File: config.mk
export PLATFORM = sky130hd
export DESIGN_NAME = pc_sequencer
export DESIGN_NICKNAME = d
export VERILOG_FILES = /design/src/rtl/pc_seq_pkg.sv /design/src/rtl/pc_seq_adel_chk.sv /design/src/rtl/pc_sequencer.sv
export SDC_FILE = /design/constraint.sdc
export NUM_CORES = 1
export LEC_CHECK = 0
export CAP_MARGIN = 20
export CORE_ASPECT_RATIO = 1.1
export CORE_MARGIN = 2
export CORE_UTILIZATION = 45
export CTS_BUF_LIST = sky130_fd_sc_hd__clkbuf_16
export DETAILED_ROUTE_END_ITERATION = 10
export DONT_BUFFER_PORTS = 1
export GPL_ROUTABILITY_DRIVEN = 0
export PLACE_DENSITY = 0.68
export SYNTH_ARGS = -nofsm -noshare
export SYNTH_HDL_FRONTEND = slang
export SYNTH_SLANG_ARGS = --single-unit
File: constraint.sdc
create_clock -name clk -period 2.05 [get_ports clk]
set_input_delay 0.205 -clock clk [delete_from_list [all_inputs] [get_ports clk]]
set_output_delay 0.205 -clock clk [all_outputs]
set_load 0.02 [all_outputs]
File: src/rtl/pc_seq_pkg.sv
// Shared definitions for the next-PC sequencer: state/source encodings and default vectors.
package pc_seq_pkg;

  typedef enum logic {IDLE = 1'b0, HOLD = 1'b1} state_e;

  typedef enum logic [2:0] {
    SRC_SEQ  = 3'd0,
    SRC_BR   = 3'd1,
    SRC_PEND = 3'd2,
    SRC_EXC  = 3'd3,
    SRC_ERET = 3'd4
  } src_e;

  localparam logic [31:0] PC_RESET_DEF   = 32'h0000_3000;
  localparam logic [31:0] PC_HANDLER_DEF = 32'h0000_4180;
  localparam logic [31:0] IM_BASE_DEF    = 32'h0000_3000;
  localparam logic [31:0] IM_END_DEF     = 32'h0000_6FFF;
  localparam logic [4:0]  EXC_ADEL       = 5'd4;

  function automatic logic [15:0] sat_inc16(input logic [15:0] v);
    return (v == 16'hFFFF) ? v : v + 16'd1;
  endfunction

endpackage

File: src/rtl/pc_seq_adel_chk.sv
// Fetch address error check: misaligned PC or PC outside the instruction memory window.
module pc_adel_chk
  import pc_seq_pkg::*;
#(
  parameter logic [31:0] IM_BASE = IM_BASE_DEF,
  parameter logic [31:0] IM_END  = IM_END_DEF
) (
  input  logic [31:0] pc_i,
  output logic        adel_o
);

  assign adel_o = (pc_i[1:0] != 2'b00) | (pc_i < IM_BASE) | (pc_i > IM_END);

endmodule

File: src/rtl/pc_sequencer.sv
// Next-PC selection for the F-stage PC register; buffers a branch redirect across a stall.
// Optional fetch address error check enabled by defining PC_SEQ_ADEL_EN.
module pc_sequencer
  import pc_seq_pkg::*;
#(
  parameter logic [31:0] RESET_PC   = PC_RESET_DEF,
  parameter logic [31:0] HANDLER_PC = PC_HANDLER_DEF,
  parameter logic [31:0] IM_BASE    = IM_BASE_DEF,
  parameter logic [31:0] IM_END     = IM_END_DEF
) (
  input  logic        clk,
  input  logic        reset,
  input  logic [31:0] pc_i,
  input  logic        stall_i,
  input  logic        br_valid_i,
  input  logic [31:0] br_target_i,
  input  logic        exc_req_i,
  input  logic        eret_req_i,
  input  logic [31:0] epc_i,
  output logic [31:0] npc_o,
  output logic        pc_we_o,
  output logic        flush_o,
  output logic        pend_o,
  output logic [15:0] redir_cnt_o,
  output logic        fetch_adel_o
);

  state_e      state_q, state_d;
  logic [31:0] pend_q, pend_d;
  logic [15:0] cnt_q;
  src_e        src;
  logic        we;

  if (IM_BASE > IM_END) begin : g_bad_range
    $error("pc_sequencer: IM_BASE above IM_END");
  end

  always_comb begin
    state_d = state_q;
    pend_d  = pend_q;
    npc_o   = pc_i + 32'd4;
    we      = ~stall_i;
    flush_o = 1'b0;
    src     = SRC_SEQ;
    if (reset) begin
      npc_o   = RESET_PC;
      we      = 1'b0;
      state_d = IDLE;
    end else if (exc_req_i) begin
      npc_o   = HANDLER_PC;
      we      = 1'b1;
      flush_o = 1'b1;
      src     = SRC_EXC;
      state_d = IDLE;
    end else if (eret_req_i) begin
      npc_o   = epc_i;
      we      = 1'b1;
      flush_o = 1'b1;
      src     = SRC_ERET;
      state_d = IDLE;
    end else if (state_q == HOLD) begin
      // a branch arriving while held replaces the buffered one
      if (stall_i) begin
        we = 1'b0;
        if (br_valid_i) pend_d = br_target_i;
      end else begin
        npc_o   = br_valid_i ? br_target_i : pend_q;
        we      = 1'b1;
        src     = br_valid_i ? SRC_BR : SRC_PEND;
        state_d = IDLE;
      end
    end else if (br_valid_i) begin
      if (stall_i) begin
        we      = 1'b0;
        pend_d  = br_target_i;
        state_d = HOLD;
      end else begin
        npc_o = br_target_i;
        we    = 1'b1;
        src   = SRC_BR;
      end
    end
  end

  always_ff @(posedge clk) begin
    if (reset) begin
      state_q <= IDLE;
      pend_q  <= '0;
      cnt_q   <= '0;
    end else begin
      state_q <= state_d;
      pend_q  <= pend_d;
      if (we && src != SRC_SEQ) cnt_q <= sat_inc16(cnt_q);
    end
  end

  assign pc_we_o     = we;
  assign pend_o      = (state_q == HOLD);
  assign redir_cnt_o = cnt_q;

`ifdef PC_SEQ_ADEL_EN
  logic adel;

  pc_adel_chk #(.IM_BASE(IM_BASE), .IM_END(IM_END)) u_adel (
    .pc_i   (pc_i),
    .adel_o (adel)
  );

  assign fetch_adel_o = adel & ~reset;
`else
  assign fetch_adel_o = 1'b0;
`endif

endmodule
==> impl_results.md, run 1 <==
* Setup bufs post-CTS at 0
* Relative slew slack at 60.0%
* Syn Std Cell Area at 4060 um^2
* Full die area at 9810 um^2
* Largest net degree at the start of global routing at 62
* Worst path max stage delay at 0.36 ns
* Crit path buffers/inverters at 3
* Worst-Margin Slew at 0.596 ns
* CTS tree: done
* Yosys reg bits at 49
* WP data arrival at 1.83 ns
* Die height at 104 um
* Drt wl/cell at 19.1 um
* Final slew viol count at 0
* Clock buffer depth at 2
* VDD IR max at 0.287 mV
* GRT overflow at 0
* Clk_lat worst skew at 0.29 ns
* Critical Path End Type: primary output
* Number of CTS-inserted buffers at 5
* CP Cell Sequence: buf_8, buf_4, nand3b_1, o21ai_0, a221o_1, a21oi_1, buf_4
* Required time worst endpoint at 1.85 ns
* Number of flops mapped to enable cells by yosys at 0
* Fillers at 858
* Placed instance count at 713
* H-tree depth at 2
* Initial Utilization at 46.0%
* Antenna diode count at 0
* Mapped Nets at 686
* Outcome: finished clean
* Crit-path max FO at 10
* CTS clock-pin slew for the worst setup and hold paths at 0.08 ns
* Dpl hpwl at 10,200 um
* Register area at 985 um^2
* Core area at 8830 um^2
* Asr flop ratio synth at 0%
* Final ANT Viol Nets at 0
* Die X at 94.6 um
* Hold Fails Final Rpt at 0
* Layout cells sized above 1 at 16.9%
* Placement Rows at 36
* Total Routing Usage GR at 26.9%
* Top cell by count, worst path: buf_4
* Synth cell types at 66
* First-pass GRT wire length at 21,400 um
* Crit share post-route at 99.4%
* Final setup fails at 0
* Delay-heaviest family, CP: compound AO/OA/AOI/OAI gates
* Clock tree root buffer cell: clkbuf_16
* Drt pass-1 iters at 6
* Post-synthesis sequential area ratio at 24.1%
* Initial antenna violation count at 0
* Routed wire length at 13,800 um
* Synth Instances at 582
* Crit start category: flip-flop
* Final Skew at 0.00544 ns
* Multi-input logic area at 2840 um^2
* LEAKAGE at 1.72 nW
* Area growth, synth to finish at 15.4%
* Initial DRC Count at 310
* DRC errors left at 0
* Via count of the first global-routing pass at 4,260
* Nets@finish at 712
* Max cap viols at 0
* Top-Level Pins at 154
* Non-filler cells, final at 723
* Minimum clock period at 2.04 ns
* DR vias/cell at 6.20
* Final Util at 53.1%
* Kind of critical path: flip-flop to primary output
* Port bufs at 0
* HP Class: primary input to flip-flop
* Syn. warnings at 0
* Max stage delay cell, worst path: dfxtp_4
* Clk sinks at 49
* Pwr dens at 494 nW/um^2
* RSZ-0062 raised after global routing: yes
* Primary FF master, synth: dfxtp_1
* Syn avg cell area at 6.98 um^2
* Via count at 4,482
* Max Clock Freq at 491 MHz
[registers in the layout, summed over array words and instances (netlist names)]
signal and count:
pend_o 1, pend_q 32, redir_cnt_o 16
[metal layers]
| layer | part of all wire, % | track usage, % | up-vias |
|---|---|---|---|
| met4 | 2.3 | 7.76 | 0 |
| met3 | 11 | 8.07 | 28 |
| met2 | 49 | 45.2 | 229 |
| li1 | - | - | 2134 |
| met5 | 0 | 0 | - |
| met1 | 38 | 32.7 | 2091 |
[cell usage after synthesis (all sizes together), types with 3 or more instances]
master	instances	area share, %
a221oi	4	0.86
nand3	14	1.7
o211a	3	0.74
xnor2	18	3.9
a22oi	3	0.55
nor2b	6	0.92
and3	10	1.6
inv	22	2.0
nor2	33	3.0
o21a	3	0.55
nand2	110	10
and4	5	1.1
a21oi	70	8.7
or3	4	0.65
and2	6	0.95
a32oi	3	0.65
buf	18	2.6
clkbuf	25	3.0
nand4	14	2.9
xor2	14	3.0
o22ai	5	0.77
a211oi	6	1.1
or2	3	0.46
o221ai	5	1.1
o31a	3	0.65
nor4	7	1.4
a21o	3	0.55
o211ai	11	2.0
nor3b	15	2.9
o21ai	29	3.7
a31oi	8	1.2
dfxtp	49	24
mux2i	11	2.7
nor3	16	2.0
[repair_timing]
action                                  CTS  global route
cloned                                    1             0
endpoints found under the setup margin    6            13
pin swaps                                 0             2
resized for setup                         3            17
hold buffers                              1             0
hold endpoints to repair                 49             0
[worst reg2reg max path, delay by kind of cell, from the launching register on]
family / cells / cell delay [ns]
buffers and inverters: 1 / 0.07
AND/OR/NAND/NOR: 2 / 0.67
adder cells (fa/ha/maj): 1 / 0.19
XOR/XNOR: 1 / 0.18
flip-flops: 1 / 0.33
AO/OA/AOI/OAI: 1 / 0.23
[final cells by class]
| type | count | area share [%] |
|---|---|---|
| Inverter | 22 | 1.76 |
| Clock buffer | 5 | 2.67 |
| Multi-Input combinational cell | 468 | 60.6 |
| Sequential cell | 49 | 21.0 |
| Clock inverter | 3 | 0.533 |
| Tap cell | 114 | 3.04 |
| Timing Repair Buffer | 62 | 10.4 |
[worst paths after layout]
kind | startpoint | endpoint | slack [ns] | cells past startpoint
worst max-delay path | pend_o$_SDFF_PP0_ | npc_o[14] | 0.01 | 7
worst min-delay path | br_target_i[10] | pend_q[10]$_SDFFE_PP0P_ | 0.03 | 2
worst max register to register | redir_cnt_o[0]$_SDFFE_PP0P_ | redir_cnt_o[11]$_SDFFE_PP0P_ | 0.27 | 6
worst min register to register | pend_q[4]$_SDFFE_PP0P_ | pend_q[4]$_SDFFE_PP0P_ | 0.46 | 2
[stage by stage]
stage | area [um^2] | hold slack, ns | TNS (ns) | total power [mW] | setup WS [ns]
final | 4690 | 0.0292 | 0 | 2.32 | 0.0131
after global routing | 4690 | 0.0366 | -0.179 | 2.39 | -0.0529
after CTS | 4620 | 0.0345 | 0 | 2.32 | 0.000923
after detailed placement | 4440 | 0.285 | 0 | 1.44 | 0.0764
after global placement | 4440 | 0.282 | 0 | 1.43 | 0.0894
after floorplan | 4070 | 0.341 | 0 | 1.36 | 0.00997
[logic make-up (layout without fill, tap and decap cells)]
group	after synthesis	after routing	synth area share [%]
buf+inv	65	92	7.73
fa+ha+maj	2	2	0.616
xor+xnor	32	32	6.90
other cells	1	1	0.0923
mux	12	12	2.99
compound gates	171	171	26.5
flops	49	49	24.1
simple gates	250	250	31.0
[cells in the final DEF (no fill, tap or decap), types with 3 or more instances in the layout]
cell / instances
and2_1: 5
inv_1: 22
nand2_1: 109
a21o_1: 3
a32oi_1: 3
xor2_1: 14
o21ai_0: 27
a211oi_1: 5
xnor2_1: 18
buf_4: 58
nand4_1: 12
or2_2: 3
o31a_1: 3
a21oi_1: 68
nor3_1: 13
nor3_2: 3
o221ai_1: 5
dfxtp_1: 48
o211a_1: 3
or3_1: 3
and4_1: 3
nor3b_1: 13
nor2_1: 32
mux2i_1: 11
nand3_1: 14
a22oi_1: 3
nor2b_1: 5
o21a_1: 3
and3_1: 8
a31oi_1: 8
clkbuf_16: 5
o211ai_1: 11
nor4_1: 5
o22ai_1: 5
[report_power, final]
part / leakage, nW / switching, mW / total (mW) / internal [mW]
combinational: 1.25 / 0.281 / 0.471 / 0.190
clock: 0.0704 / 0.405 / 0.865 / 0.460
sequential: 0.397 / 0.0110 / 0.981 / 0.970
No activity file was read; power rests on OpenSTA's default activity.
==> run 2, diff against run 1 <==
==> constraint.sdc (replaced) <==
create_clock -name clk -period 2.3 [get_ports clk]
set_input_delay 0.23 -clock clk [delete_from_list [all_inputs] [get_ports clk]]
set_output_delay 0.23 -clock clk [all_outputs]
set_load 0.02 [all_outputs]
==> impl_results.md, run 2 (synthesis results as in run 1) <==
* Max reg flops at 32
* Most common cell after layout, fill and taps aside: nand2_1
* GRT overflow at 0
* Initial antenna violation count at 0
* Hold Crit Depth at 1
* DR vias/cell at 6.24
* Register with the most flip-flops: pend_q
* Die X at 94.6 um
* Max Clock Freq at 466 MHz
* Relative slew slack at 25.3%
* Max cap viols at 0
* VDD IR max at 0.277 mV
* WP data arrival at 1.92 ns
* Outcome: finished clean
* Pwr dens at 453 nW/um^2
* Total Routing Usage GR at 28.1%
* Port bufs at 0
* Final setup fails at 0
* Clk_lat worst skew at 0.30 ns
* Combinational Power Share at 20.1%
* Initial Utilization at 46.0%
* Part of the power in registers at 42.1%
* Fin worst setup slack at 0.154 ns
* DRC errors left at 0
* HP Class: primary input to flip-flop
* Clock tree root buffer cell: clkbuf_16
* Clock buffer depth at 2
* Critical Path End Type: primary output
* Sw Pwr at 635 uW
* Crit-path max FO at 8
* Worst-Margin Slew at 1.12 ns
* Setup tns final at 0 ns
* Kind of critical path: primary input to primary output
* Drt pass-1 iters at 5
* Final ANT Viol Nets at 0
* R2R depth at 6
* Sw frac at 30.5%
* Die height at 104 um
* Top-Level Pins at 154
* Max stage delay cell, worst path: or4_1
* Dpl hpwl at 10,100 um
* Minimum clock period at 2.15 ns
* Drt wl/cell at 19.4 um
* Post-placement setup slack at 0.175 ns
* Worst path max stage delay at 0.54 ns
* Final Skew at 0.0106 ns
* First-pass GRT wire length at 22,000 um
* Placement Rows at 36
* CP Cell Sequence: and4_1, nand4_4, or4_1, a31o_1, a21oi_2, buf_4
* Register area at 982 um^2
* Via count of the first global-routing pass at 4,404
* Pint at 1.44 mW
* Commonest non-fill, non-tap cells in the layout: 110 x nand2_1, 69 x a21oi_1, 53 x buf_4
* Number of CTS-inserted buffers at 5
* CTS clock-pin slew for the worst setup and hold paths at 0.07 ns
* Largest net degree at the start of global routing at 62
* Full die area at 9810 um^2
* Final slew viol count at 0
* RSZ-0062 raised after global routing: no
* Core area at 8830 um^2
* Fillers at 877
* CTS tree: done
* Crit share post-route at 93.3%
* Antenna diode count at 0
* Layout cells sized above 1 at 13.7%
* Multi-input logic area at 2780 um^2
* Nets@finish at 709
* LEAKAGE at 1.67 nW
* Required time worst endpoint at 2.07 ns
* Hold Fails Final Rpt at 0
* H-tree depth at 2
* Clk pwr share at 37.8%
* Post-route cell area at 4590 um^2
* Initial DRC Count at 370
* Clk sinks at 49
* Via count at 4,490
* Hold Slack at 0.0220 ns
* Area growth, synth to finish at 13.1%
* Crit start category: primary input
* Routed wire length at 14,000 um
* Post-Place Cell Area at 4380 um^2
## run 2: cell type report
class	count	area share, %
Sequential cell	49	21.4
Inverter	22	1.80
Clock buffer	5	2.72
Clock inverter	3	0.545
Timing Repair Buffer	59	9.97
Multi-Input combinational cell	468	60.5
Tap cell	114	3.10
## run 2: through the flow
stage               power (mW)  std cells  util [%]
floorplan                 1.21        582         -
CTS                       2.08        719      51.9
global placement          1.28        706      49.6
finish                    2.08        720      52.0
global route              2.15        720      52.0
detailed placement        1.28        706      49.6
## run 2: worst paths after layout
check	from	endpoint	slack [ns]
worst max-delay path	pc_i[7]	npc_o[27]	0.15
worst min-delay path	reset	redir_cnt_o[5]$_SDFFE_PP0P_	0.02
worst max register to register	redir_cnt_o[1]$_SDFFE_PP0P_	redir_cnt_o[3]$_SDFFE_PP0P_	0.35
worst min register to register	pend_q[18]$_SDFFE_PP0P_	pend_q[18]$_SDFFE_PP0P_	0.46
## run 2: power groups by stage
stage / sequential (mW) / combinational [mW] / clock [mW]
floorplan: 0.905 / 0.309 / 0
global placement: 0.894 / 0.382 / 0
detailed placement: 0.895 / 0.386 / 0
finish: 0.876 / 0.418 / 0.785
global route: 0.878 / 0.449 / 0.823
CTS: 0.875 / 0.411 / 0.793
## run 2: repair_timing
action / in CTS / in global routing
buffers inserted: 0 / 0
hold buffers: 5 / 1
gates resized for setup: 0 / 3
endpoints found under the setup margin: 0 / 11
hold endpoints to repair: 24 / 2
## run 2: critical path, delay by kind of cell
| family | cells | cell delay, ns |
|---|---|---|
| and+or+nand+nor | 3 | 1.13 |
| AOI/OAI and AO/OA | 2 | 0.38 |
| buffers and inverters | 1 | 0.16 |
## run 2: layer usage
| metal | global-route usage, % | routed length, um |
|---|---|---|
| met2 | 47.0 | 6730 |
| met1 | 34.7 | 5470 |
| met3 | 7.20 | 1430 |
| met5 | 0 | 0 |
| met4 | 9.11 | 322 |
==> run 3, diff against run 2 <==
--- a/config.mk
+++ b/config.mk
@@ -6,14 +6,16 @@
 export NUM_CORES = 1
 export LEC_CHECK = 0
 export CAP_MARGIN = 20
+export CELL_PAD_IN_SITES_DETAIL_PLACEMENT = 1
+export CELL_PAD_IN_SITES_GLOBAL_PLACEMENT = 2
 export CORE_ASPECT_RATIO = 1.1
 export CORE_MARGIN = 2
-export CORE_UTILIZATION = 45
+export CORE_UTILIZATION = 34
 export CTS_BUF_LIST = sky130_fd_sc_hd__clkbuf_16
 export DETAILED_ROUTE_END_ITERATION = 10
 export DONT_BUFFER_PORTS = 1
 export GPL_ROUTABILITY_DRIVEN = 0
-export PLACE_DENSITY = 0.68
+export PLACE_DENSITY = 0.89
 export SYNTH_ARGS = -nofsm -noshare
 export SYNTH_HDL_FRONTEND = slang
 export SYNTH_SLANG_ARGS = --single-unit
==> impl_results.md, run 3 (synthesis results as in run 1) <==
* Outcome: finished clean
* Antenna diode count at 0
* Clock buffer depth at 2
* Hold Fails Final Rpt at 0
* Worst-Margin Slew at 0.592 ns
* Area growth, synth to finish at 13.3%
* RSZ-0062 raised after global routing: no
* Total Routing Usage GR at 24.8%
* Crit start category: flip-flop
* Register with the most flip-flops: pend_q
* Fin worst setup slack at 0.0844 ns
* WP data arrival at 1.99 ns
* DRC errors left at 0
* Placement Rows at 41
* Setup tns final at 0 ns
* Clock tree root buffer cell: clkbuf_16
* Part of the power in registers at 40.7%
* R2r setup slk at 0.31 ns
* Wl on met1 at 6460 um
* Crit path capture: npc_o[31]
* Required time worst endpoint at 2.07 ns
* Sw Pwr at 621 uW
* Setup crit start: pend_o$_SDFF_PP0_
* DR vias/cell at 6.03
* HP Class: primary input to flip-flop
* Initial Utilization at 35.2%
* Non-filler cells, final at 750
* Crit path buffers/inverters at 2
* Power Total at 2.16 mW
* Worst path max stage delay at 0.37 ns
* Initial DRC Count at 380
* CTS tree: done
* Die height at 119 um
* First-pass GRT wire length at 25,300 um
* Final slew viol count at 0
* Final Skew at 0.00924 ns
* Dpl hpwl at 12,100 um
* Die X at 108 um
* Cell count along the critical path at 7
* Max stage delay cell, worst path: dfxtp_2
* Via count at 4,520
* Drt wl/cell at 21.5 um
* Top-Level Pins at 154
* Fillers at 1,493
* Max reg flops at 32
* R2R depth at 5
* Port bufs at 0
* Drt pass-1 iters at 5
* Pint at 1.54 mW
* Delay-heaviest family, CP: compound AO/OA/AOI/OAI gates
* Post-placement setup slack at 0.198 ns
* CP Cell Sequence: buf_8, nor2b_1, a221oi_1, and3_1, a41o_1, a31oi_1, buf_4
* H-tree depth at 2
* Initial antenna violation count at 0
* Placed instance count at 739
* Number of CTS-inserted buffers at 5
* GRT overflow at 0
* Commonest non-fill, non-tap cells in the layout: 110 x nand2_1, 69 x a21oi_1, 49 x buf_4
* Final ANT Viol Nets at 0
* Layout cells sized above 1 at 12.8%
* Most common cell after layout, fill and taps aside: nand2_1
* Minimum clock period at 2.22 ns
* Critical Path End Type: primary output
* Combinational Power Share at 19.0%
* Core area at 11,500 um^2
* Routed wire length at 16,100 um
* Via count of the first global-routing pass at 4,679
* WL met2 at 7870 um
* Largest net degree at the start of global routing at 62
* Highest routed layer: met4
* Relative slew slack at 60.4%
* Crit share post-route at 96.3%
* Max cap viols at 0
* Worst r2r src: redir_cnt_o[15]$_SDFFE_PP0P_
* Final Util at 39.9%
* Kind of critical path: flip-flop to primary output
* Crit-path max FO at 17
* CTS clock-pin slew for the worst setup and hold paths at 0.08 ns
* Clk pwr share at 40.4%
* Hold Slack at 0.0189 ns
* LEAKAGE at 1.65 nW
* Clk_lat worst skew at 0.30 ns
* Pwr dens at 469 nW/um^2
* VDD IR max at 0.288 mV
* Final setup fails at 0
* Setup bufs post-CTS at 0
* Nets@finish at 703
* Max Clock Freq at 451 MHz
* Met3 Routed Length at 1390 um
* Reg-to-Reg End: redir_cnt_o[4]$_SDFFE_PP0P_
* Full die area at 12,800 um^2
* Post-route cell area at 4610 um^2
* Clk sinks at 49
* Post-Place Cell Area at 4400 um^2
* Sw frac at 28.7%
run 3: metal layers:
metal	vias up	global-route usage (%)
li1	2113	-
met1	2208	29.6
met2	179	42.3
met3	20	7.67
met4	0	7.53
met5	-	0
run 3: worst min-delay path by stage:
stage	startpoint	end	slack (ns)	cells after the start
floorplan	br_target_i[11]	pend_q[11]$_SDFFE_PP0P_	0.37	2
global placement	reset	pend_q[20]$_SDFFE_PP0P_	0.31	1
detailed placement	reset	pend_q[13]$_SDFFE_PP0P_	0.31	1
CTS	reset	pend_q[10]$_SDFFE_PP0P_	0.0002	1
global route	reset	pend_q[30]$_SDFFE_PP0P_	0.01	1
finish	reset	pend_q[2]$_SDFFE_PP0P_	0.02	1
run 3: what timing repair did:
action	in CTS	in global routing
gates resized for setup	0	3
endpoints found under the setup margin	0	4
hold endpoints to repair	13	1
hold buffers	2	1
run 3: layout make-up:
class                           count  area (um^2)  share of cell area [%]
Sequential cell                    49          982                    21.3
Multi-Input combinational cell    468         2770                    60.2
Timing Repair Buffer               53          413                    8.96
Clock inverter                      3         41.3                   0.896
Tap cell                          150          188                    4.07
Clock buffer                        5          125                    2.72
Inverter                           22         82.6                    1.79
run 3: power groups by stage:
stage               Combinational (mW)  Clock (mW)  Sequential, mW
floorplan                        0.309           0           0.905
global placement                 0.387           0           0.897
detailed placement               0.398           0           0.898
CTS                              0.408       0.890           0.878
global route                     0.446       0.933           0.881
finish                           0.410       0.872           0.879
